--- config.mk ---
export PLATFORM = sky130hd
export DESIGN_NAME = write_ctrl
export DESIGN_NICKNAME = d
export VERILOG_FILES = /design/src/rtl/write_ctrl.sv
export SDC_FILE = /design/constraint.sdc
export NUM_CORES = 1
export LEC_CHECK = 0
export ABC_AREA = 1
export BUFFER_PORTS_ARGS = -buffer_cell sky130_fd_sc_hd__buf_4
export CAP_MARGIN = 20
export CORE_MARGIN = 10
export CORE_UTILIZATION = 35
export DETAILED_ROUTE_END_ITERATION = 8
export PLACE_DENSITY = 0.63
export REMOVE_ABC_BUFFERS = 1
export SYNTH_ARGS = -nofsm -noshare
export SYNTH_HDL_FRONTEND = slang
export SYNTH_SLANG_ARGS = --single-unit
--- constraint.sdc ---
create_clock -name clk -period 1.8 [get_ports clk]
set_input_delay 0.18 -clock clk [delete_from_list [all_inputs] [get_ports clk]]
set_output_delay 0.18 -clock clk [all_outputs]
set_load 0.05 [all_outputs]
--- src/rtl/write_ctrl.sv ---
// rtl/write_ctrl.sv - ping-pong RAM write controller with per-slot full tracking
// Optional WR_STICKY_ERR_EN: hold error high from a rejected write until the next accepted write.
module write_ctrl #(
   parameter int   SIZE = 8,
   parameter logic PUSH = 1'b1
) (
   input  logic            clk,
   input  logic            n_rst,
   input  logic [SIZE-1:0] din,
   input  logic            write,
   input  logic [1:0]      r_done,
   output logic [SIZE-1:0] w_data,
   output logic            w_addr,
   output logic            w_en,
   output logic [1:0]      status_vld,
   output logic            busy,
   output logic            error
);

   typedef enum logic [1:0] {
      IDLE  = 2'd0,
      WRITE = 2'd1,
      DONE  = 2'd2
   } state_t;

   state_t          state, state_nxt;
   logic [SIZE-1:0] w_data_nxt;
   logic            w_addr_nxt;
   logic            w_en_nxt;
   logic [1:0]      status_vld_nxt;
   logic            error_nxt;
   logic [1:0]      r_done_q;
   logic [1:0]      r_done_rise;
   logic [1:0]      set_mask;
   logic            push;

   assign push        = (write == PUSH);
   assign r_done_rise = r_done & ~r_done_q;
   assign busy        = (state != IDLE);

   always_ff @(posedge clk or negedge n_rst) begin
      if (!n_rst) begin
         state      <= IDLE;
         w_data     <= '0;
         w_addr     <= 1'b0;
         w_en       <= 1'b0;
         status_vld <= 2'b00;
         error      <= 1'b0;
         r_done_q   <= 2'b00;
      end else begin
         state      <= state_nxt;
         w_data     <= w_data_nxt;
         w_addr     <= w_addr_nxt;
         w_en       <= w_en_nxt;
         status_vld <= status_vld_nxt;
         error      <= error_nxt;
         r_done_q   <= r_done;
      end
   end

   always_comb begin
      state_nxt  = state;
      w_data_nxt = w_data;
      w_addr_nxt = w_addr;
      w_en_nxt   = 1'b0;
      set_mask   = 2'b00;
`ifdef WR_STICKY_ERR_EN
      error_nxt  = error;
`else
      error_nxt  = 1'b0;
`endif

      case (state)
         IDLE: begin
            // The full flag is sampled before this edge's clear, so a read
            // finishing on the same edge still rejects the write.
            if (push) begin
               if (status_vld[w_addr]) begin
                  error_nxt = 1'b1;
               end else begin
                  w_data_nxt = din;
                  w_en_nxt   = 1'b1;
                  error_nxt  = 1'b0;
                  state_nxt  = WRITE;
               end
            end
         end
         WRITE: begin
            state_nxt = DONE;
         end
         DONE: begin
            set_mask[w_addr] = 1'b1;
            w_addr_nxt       = ~w_addr;
            state_nxt        = IDLE;
         end
         default: begin
            state_nxt = IDLE;
         end
      endcase

      // Set is applied after clear so it wins on a shared edge.
      status_vld_nxt = (status_vld & ~r_done_rise) | set_mask;
   end

endmodule

After elaboration in Yosys (flattened, before gate mapping):

Cells that the tools add are included.

* bits of input ports: 13
* register bits: 17

* reductions and logical operators: 5
* bitwise logic cells: 7
* order comparisons: 2
* mux-type cells: 14
* eq/ne operators: 4

Operators by type and width (count)
* two-way mux 1 bit: 9
* two-way mux 2 bit: 3
* bitwise AND 2 bit: 2
* != test 2 bit, second input constant: 2
* inverter 2 bit: 2
* one-hot mux 2 bit (2 select lines): 1
* AND reduction 3 bit: 1
* == test 2 x 1 -> 1 bit, second input constant: 1
* == test 2 bit, second input constant: 1
* zero test 2 bit: 1
* less-than comparator 1 x 2 -> 1 bit, second input constant: 1
* inverter 1 bit: 2
* bitwise OR 2 bit: 1
* AND reduction 2 bit: 1
* nonzero test 2 bit: 1
* demux 1 bit (select 1 bit): 1
* greater-or-equal comparator 1 bit, second input constant: 1
* logical AND 1 bit: 1

Depth between registers and ports, before layout:

Gate-level depths: netlist of run 1.

* depth after elaboration: 6
* gate-level depth with buffers: 6

Least setup slack after synthesis of run 1:

No wires, ideal clock.

* path type: register to register
* start: register w_addr
* end: register w_data[0]
* path buffers: 0
* required time: 1.681 ns
* clock period less this slack: 1.277 ns
* setup slack: 0.523 ns
* data arrival time: 1.158 ns
* library setup time: 0.119 ns
* stages on the path, launching flop included: 6
* cells stage by stage: dfrtp_1 > nand2_1 > nand2_4 > nand2_4 > nand2_1 > nand2_1

* cells in the longest elaborated chain, start to end: 4

Ends and longest elaborated chain
* start: declaration: RTL line 13 `output logic w_addr,`
* start signal: assignment: RTL line 53 `w_addr <= w_addr_nxt;`
* two-way mux 1 bit (implied by the code) (2 in series): RTL line 78 `if (status_vld[w_addr]) begin`
* inverter 1 bit (no line)
* AND reduction 3 bit (no line)
* end signal: assignment: RTL line 52 `w_data <= w_data_nxt;`
* end: declaration: RTL line 12 `output logic [SIZE-1:0] w_data,`

Every way passes these cells. The select of a mux whose other input is x is not followed.
A chain may end at the register's enable or synchronous reset.

Worst setup path after layout of run 1:

* start: register state[1]
* end: output port busy

* cells in the longest elaborated chain, start to end: 1

Ends and longest elaborated chain
* start: declaration: RTL line 26 `state_t state, state_nxt;`
* start signal: assignment: RTL line 51 `state <= state_nxt;`
* nonzero test 2 bit: RTL line 39 `assign busy = (state != IDLE);`
* end: declaration: RTL line 16 `output logic busy,`

Every way passes these cells.

==> results of run 1 <==
[where the power goes]
part / total, mW / internal, mW / switching (mW)
Sequential: 0.627 / 0.537 / 0.0897
Clock: 0.197 / 0.0861 / 0.111
Combinational: 1.21 / 0.339 / 0.874
[cells in the final DEF (no fill, tap or decap)]
cell type and n:
nand2_2 1, clkbuf_1 1, clkbuf_4 3, nor3_1 1, o21ai_0 4, inv_2 4
buf_4 26, nand2_4 3, xor2_1 1, nand3_1 8, nor2_8 1, nor2_1 1
inv_1 6, dlygate4sd3_1 3, dfrtp_1 17, nand2_1 18
[cell families (layout without fill, tap and decap cells)]
family / Yosys count / count (layout)
XOR/XNOR: 1 / 1
flip-flops: 17 / 17
AO/OA/AOI/OAI: 4 / 4
buffers and inverters: 10 / 43
AND/OR/NAND/NOR: 33 / 33
[stage by stage]
stage,hold slack [ns],cells,setup WS (ns)
6_report,0.122,123,0.568
4_1_cts,0.00725,122,0.554
3_3_place_gp,0.0522,116,0.777
3_5_place_dp,0.0533,116,0.763
2_1_floorplan,-0.116,65,0.523
5_1_grt,0.124,123,0.493
[layer usage]
| metal | vias up | share of wire (%) |
|---|---|---|
| li1 | 265 | - |
| met2 | 24 | 45 |
| met1 | 234 | 43 |
| met3 | 2 | 11 |
| met5 | - | 0 |
| met4 | 0 | 1.5 |
[layout make-up]
cell class | count | area share [%]
clock buffers | 4 | 2.76
repair buffers | 29 | 23.7
inverters | 10 | 3.95
flip-flops and latches | 17 | 44.7
multi-input cells | 38 | 21.6
well taps | 25 | 3.29
[flip-flops by register name (all words and copies together), names as in the netlist]
name,count
w_data,8
r_done_q,2
state,2
status_vld,2
error,1
w_addr,1
w_en,1
[how the worst max path moves through the flow]
stage	startpoint	end	slack, ns	cells after the start
detailed placement	state[1]$_DFFE_PN0P_	w_data[3]$_DFFE_PN0P_	0.76	6
finish	state[1]$_DFFE_PN0P_	busy	0.57	3
CTS	state[1]$_DFFE_PN0P_	busy	0.55	3
global placement	w_addr$_DFFE_PN0N_	w_data[3]$_DFFE_PN0P_	0.78	6
global route	state[1]$_DFFE_PN0P_	busy	0.49	3
floorplan	w_addr$_DFFE_PN0N_	w_data[0]$_DFFE_PN0P_	0.52	5
[worst max-delay path, stage by stage, from the launching register on]
cell and delay, ns:
dfrtp_1 0.42, inv_2 0.08, nand2_4 0.07, buf_4 0.19
==> flow_summary.toml, run 1 <==
[run_status]
status = "complete, no violations"

[critical_path]
arrival_ns = 1.05
criticalPathCategory = "flip-flop to output pin"
end_kind = "output pin"
r2r_start = "state[1]$_DFFE_PN0P_"
required_ns = 1.62
r2r-end = "w_data[6]$_DFFE_PN0P_"
cp_max_fo = 3
crit_path_start_kind = "flip-flop"
rrSetupSlack_ns = 0.75
rr_worst_depth = 6

[placed_design]
placed_area_um2 = 895
place_hpwl_um = 1170
io_buffers = 26
gp_congestion = 0.739

[timing]
clock_skew_ns = 0.00743
min_period_ns = 1.23
fmax_mhz = 812
setup_tns_ns = 0
finalSetupViolations = 0
rsz0062_at_grt = "no"
tightest_slew_ns = 0.208
hold_viol = 0
fin_crit_sh_pct = 68.4
slew_violations = 0
relSlewSlack_pct = 86.2

[synthesis]
synth_top_family_by_area = "simple AND/OR/NAND/NOR gates"
synth-simple-area-share_pct = 26.4
synth_common_cells = "nand2_1 (18), dfrtp_1 (17), nand3_1 (8)"
synthXorXnorAreaFrac_pct = 1.31
yosysUniqueCellTypes = 12
synth_most_common_cell = "nand2_1"
ys.flop_type = "dfrtp_1"
yosysTopAreaCellShare_pct = 63.7
syn_area_um2 = 668
syn_avg_cell_area_um2 = 10.3
ys_async_sr_fraction_pct = 100
synth-seq-area-share_pct = 63.7
synth-adder-area-share_pct = 0
ys_ff_latch = 17
synth_area_leaders = "dfrtp_1 (64%), nand2_1 (10%), nand3_1 (6.0%)"
synth_warnings = 0
muxShareOfSynthArea_pct = 0
synth_edf_count = 0
yosysTopAreaCell = "dfrtp_1"
synth-compound-area-share_pct = 3.00
synthCells = 65

[route]
drtPass1Iterations = 4
vias_per_cell = 4.27
wl_per_cell_um = 11.9
postRouteAntennaNets = 0
via_count = 525
wl_um = 1470
drt_iter0_markers = 13
drcViolationCount = 0

[clocking]
post_cts_buffers = 0
cts_buffer_depth = 2
htreeDepth = 1
cts_hold_buf = 2
cts_root_buffer = "clkbuf_4"
cts_buffers = 3
cts_tree = "built"
clkTransAtPathRegs_ns = 0.09
cts.sink_count = 17
post_cts_resized = 0
clkLatencyLatePin_ns = 0.29

[cells_and_area]
syn2layout_area_growth_pct = 42.3
drive_gt1_share_pct = 38.8
nFillCells = 184
insertedDiodeCount = 0
nNetsFinal = 112
multi_input_area_um2 = 205
post-route-util_pct = 53.9
layout.area.seq_um2 = 425
post-route-cell-area_um2 = 951

[floorplan]
initial_utilization_pct = 37.9
io_pins = 27
fp-row-count = 15
die_width_um = 63.7
fp.coreArea_um2 = 1760
die_area_um2 = 4060
die_y_um = 63.7

[power]
leakagePower_nw = 0.530
p_per_area_nw_per_um2 = 2140
ir_worst_vdd_v = 0.000900
total_power_mw = 2.04

[global_route]
grt_usage_pct = 8.27
first_global_vias = 599
grt_use_met3_pct = 4.42
grt_max_degree = 18
busiest_layer = "met2"
grtUsageMet1_pct = 8.96
grt_pass1_wl_um = 2700
antenna_found_initial = 0
grt-ovfl-total = 0
grt_util_met2_pct = 12.8

[worst_hold_path]
hp-start = "din[3]"
holdPathEnd = "w_data[3]$_DFFE_PN0P_"
holdPathStages = 3
hp-class = "input port to flip-flop"

[run]
cap_viol_max_count = 0
No activity file was read; power rests on OpenSTA's default activity.
==> run 2: changes to the inputs <==
--- a/config.mk
+++ b/config.mk
@@ -5,7 +5,7 @@
 export SDC_FILE = /design/constraint.sdc
 export NUM_CORES = 1
 export LEC_CHECK = 0
-export ABC_AREA = 1
+export ABC_AREA = 0
 export BUFFER_PORTS_ARGS = -buffer_cell sky130_fd_sc_hd__buf_4
 export CAP_MARGIN = 20
 export CORE_MARGIN = 10
==> constraint.sdc (replaced) <==
create_clock -name clk -period 1.25 [get_ports clk]
set_input_delay 0.125 -clock clk [delete_from_list [all_inputs] [get_ports clk]]
set_output_delay 0.125 -clock clk [all_outputs]
set_load 0.05 [all_outputs]
==> run 2 against run 1 <==
- the run now ends with setup timing left
- wire length down 3.3%
- utilization is 6.2 points higher
- sequential share of layout area down 4.2 points
- critical path depth unchanged
- global-route usage fell by 1.3 points
- clock-buffer cell count unchanged
- clock skew shrank 0.0049 ns
- critical path type is now flip-flop to flip-flop
- critical endpoint is now w_data[2]$_DFFE_PN0P_
- highest routed layer unchanged
==> flow_summary.toml, run 2 <==
[run_status]
status = "complete, but fails checks"
violations = "setup timing"

[critical_path]
crit_path_start_kind = "flip-flop"
r2r_start = "w_addr$_DFFE_PN0N_"
r2r-end = "w_data[2]$_DFFE_PN0P_"
end_kind = "flip-flop"
crit_end = "w_data[2]$_DFFE_PN0P_"
rrSetupSlack_ns = -0.11
cp_max_fo = 5
criticalPathCategory = "flip-flop to flip-flop"
rr_worst_depth = 3
arrival_ns = 1.53
required_ns = 1.43
crit_start = "w_addr$_DFFE_PN0N_"

[floorplan]
fp.coreArea_um2 = 1750
die_width_um = 63.2
die_area_um2 = 4000
initial_utilization_pct = 37.5
die_y_um = 63.2
fp-row-count = 15
io_pins = 27

[route]
drt_iter0_markers = 3
via_count = 479
vias_per_cell = 4.28
wl_um = 1420
drtPass1Iterations = 2
drcViolationCount = 0
wl_per_cell_um = 12.7
postRouteAntennaNets = 0

[worst_hold_path]
hp-class = "input port to flip-flop"

[clocking]
htreeDepth = 1
clkLatencyLatePin_ns = 0.29
cts_buffer_depth = 2
cts_buffers = 3
clkTransAtPathRegs_ns = 0.09
cts_tree = "built"
cts_root_buffer = "clkbuf_4"
cts.sink_count = 17

[synthesis]
syn_area_um2 = 654
synthCells = 43
syn_avg_cell_area_um2 = 15.2
synth_area_leaders = "dfrtp_1 (65%), mux2_4 (18%), inv_1 (3.4%)"
yosysTopAreaCell = "dfrtp_1"
synth_most_common_cell = "dfrtp_1"
synth_edf_count = 0
ys_async_sr_fraction_pct = 100
yosysTopAreaCellShare_pct = 65.0
yosysUniqueCellTypes = 12
synth-seq-area-share_pct = 65.0
synth_common_cells = "dfrtp_1 (17), mux2_4 (8), inv_1 (6)"
ys.flop_type = "dfrtp_1"
synth_warnings = 0
ys_ff_latch = 17

[timing]
fin_ws_ns = -0.106
setup_tns_ns = -0.809
tightest_slew_ns = 0.262
finalSetupViolations = 8
clock_skew_ns = 0.00258
slew_violations = 0
fmax_mhz = 738
relSlewSlack_pct = 82.2
rsz0062_at_grt = "yes"
hold_viol = 0
fin_crit_sh_pct = 108
min_period_ns = 1.36

[global_route]
first_global_vias = 490
grt_pass1_wl_um = 2230
grt-ovfl-total = 0
grt_usage_pct = 7.00
antenna_found_initial = 0
grt_max_degree = 18

[run]
cap_viol_max_count = 0

[cells_and_area]
finalNonFillerCells = 112
drive_gt1_share_pct = 59.8
syn2layout_area_growth_pct = 60.4
top_register = "w_data"
final_common_cell = "buf_4"
largest_register_ffs = 8
nNetsFinal = 101
insertedDiodeCount = 0
nFillCells = 145
final_cell_mix = "buf_4 (34), dfrtp_1 (17), mux2_4 (8)"

[placed_design]
gp_congestion = 0.661
io_buffers = 26
place_hpwl_um = 1000
placed_cells = 100
-- run 2: cell count changes in the layout (fill, tap and decap cells not counted), moves of 2 or more --
cell     previous run  this run
inv_2               4         1
buf_4              26        34
mux2_4              0         8
nand3_1             8         0
nand2_4             3         0
nand3_4             0         2
nand2_1            18         1
-- run 2: cell type report --
type                            count  area (µm²)  share of cell area, %
Clock buffer                        4        26.3                   2.50
Inverter                            6        22.5                   2.15
Multi-Input combinational cell     21         233                   22.2
Sequential cell                    17         425                   40.5
Tap cell                           25        31.3                   2.98
Timing Repair Buffer               39         312                   29.7
-- run 2: logic make-up after synthesis --
kind of cell / after synthesis / synth area share, %
simple gates: 6 / 6.69
flops: 17 / 65.0
buf+inv: 6 / 3.44
mux: 9 / 20.5
compound gates: 4 / 3.06
xor+xnor: 1 / 1.34
-- run 2: timing repair --
| item | in CTS | in global routing |
|---|---|---|
| setup buffers | 2 | 2 |
| cloned | 0 | 1 |
| resized for setup | 1 | 5 |
| endpoints found under the hold margin | 19 | 0 |
| setup endpoints to repair | 9 | 10 |
| pin swaps | 1 | 2 |
| hold buffers | 3 | 0 |
-- run 2: per-layer routing --
metal  part of all wire, %  routed length, µm  global-route usage, %
met2                    50                710                   11.5
met3                   5.3                 75                   2.83
met4                   2.0                 28                   4.10
met1                    43                605                   7.35
met5                     0                  0                      0
-- run 2: how the worst min path moves through the flow --
stage,from,to,slack (ns),cells past startpoint
final,din[3],w_data[3]$_DFFE_PN0P_,0.06,2
after global routing,din[4],w_data[4]$_DFFE_PN0P_,0.04,2
after CTS,din[6],w_data[6]$_DFFE_PN0P_,0.05,2
after detailed placement,n_rst,r_done_q[0]$_DFF_PN0_,0.002,1
after floorplan,n_rst,error$_DFF_PN0_,-0.17,0
after global placement,n_rst,r_done_q[0]$_DFF_PN0_,-0.002,1
-- run 2: critical path, stage by stage (launching register included) --
cell	delay, ns
dfrtp_1	0.42
mux2i_4	0.34
nand3_4	0.17
mux2_4	0.32
-- run 2: through the flow --
stage / cell area [µm²] / util (%) / hold WS [ns] / setup WS, ns
6_report: 1050 / 60.1 / 0.0601 / -0.106
5_1_grt: 1050 / 60.1 / 0.0422 / -0.181
4_1_cts: 1000 / 57.3 / 0.0487 / -0.122
3_5_place_dp: 926 / 53.0 / 0.00174 / -0.104
3_3_place_gp: 926 / 53.0 / -0.00174 / -0.0622
2_1_floorplan: 654 / - / -0.171 / -0.417
Power of run 2 is not shown: default switching activity piles up to over one toggle a cycle in this logic, so the estimate is an artifact.
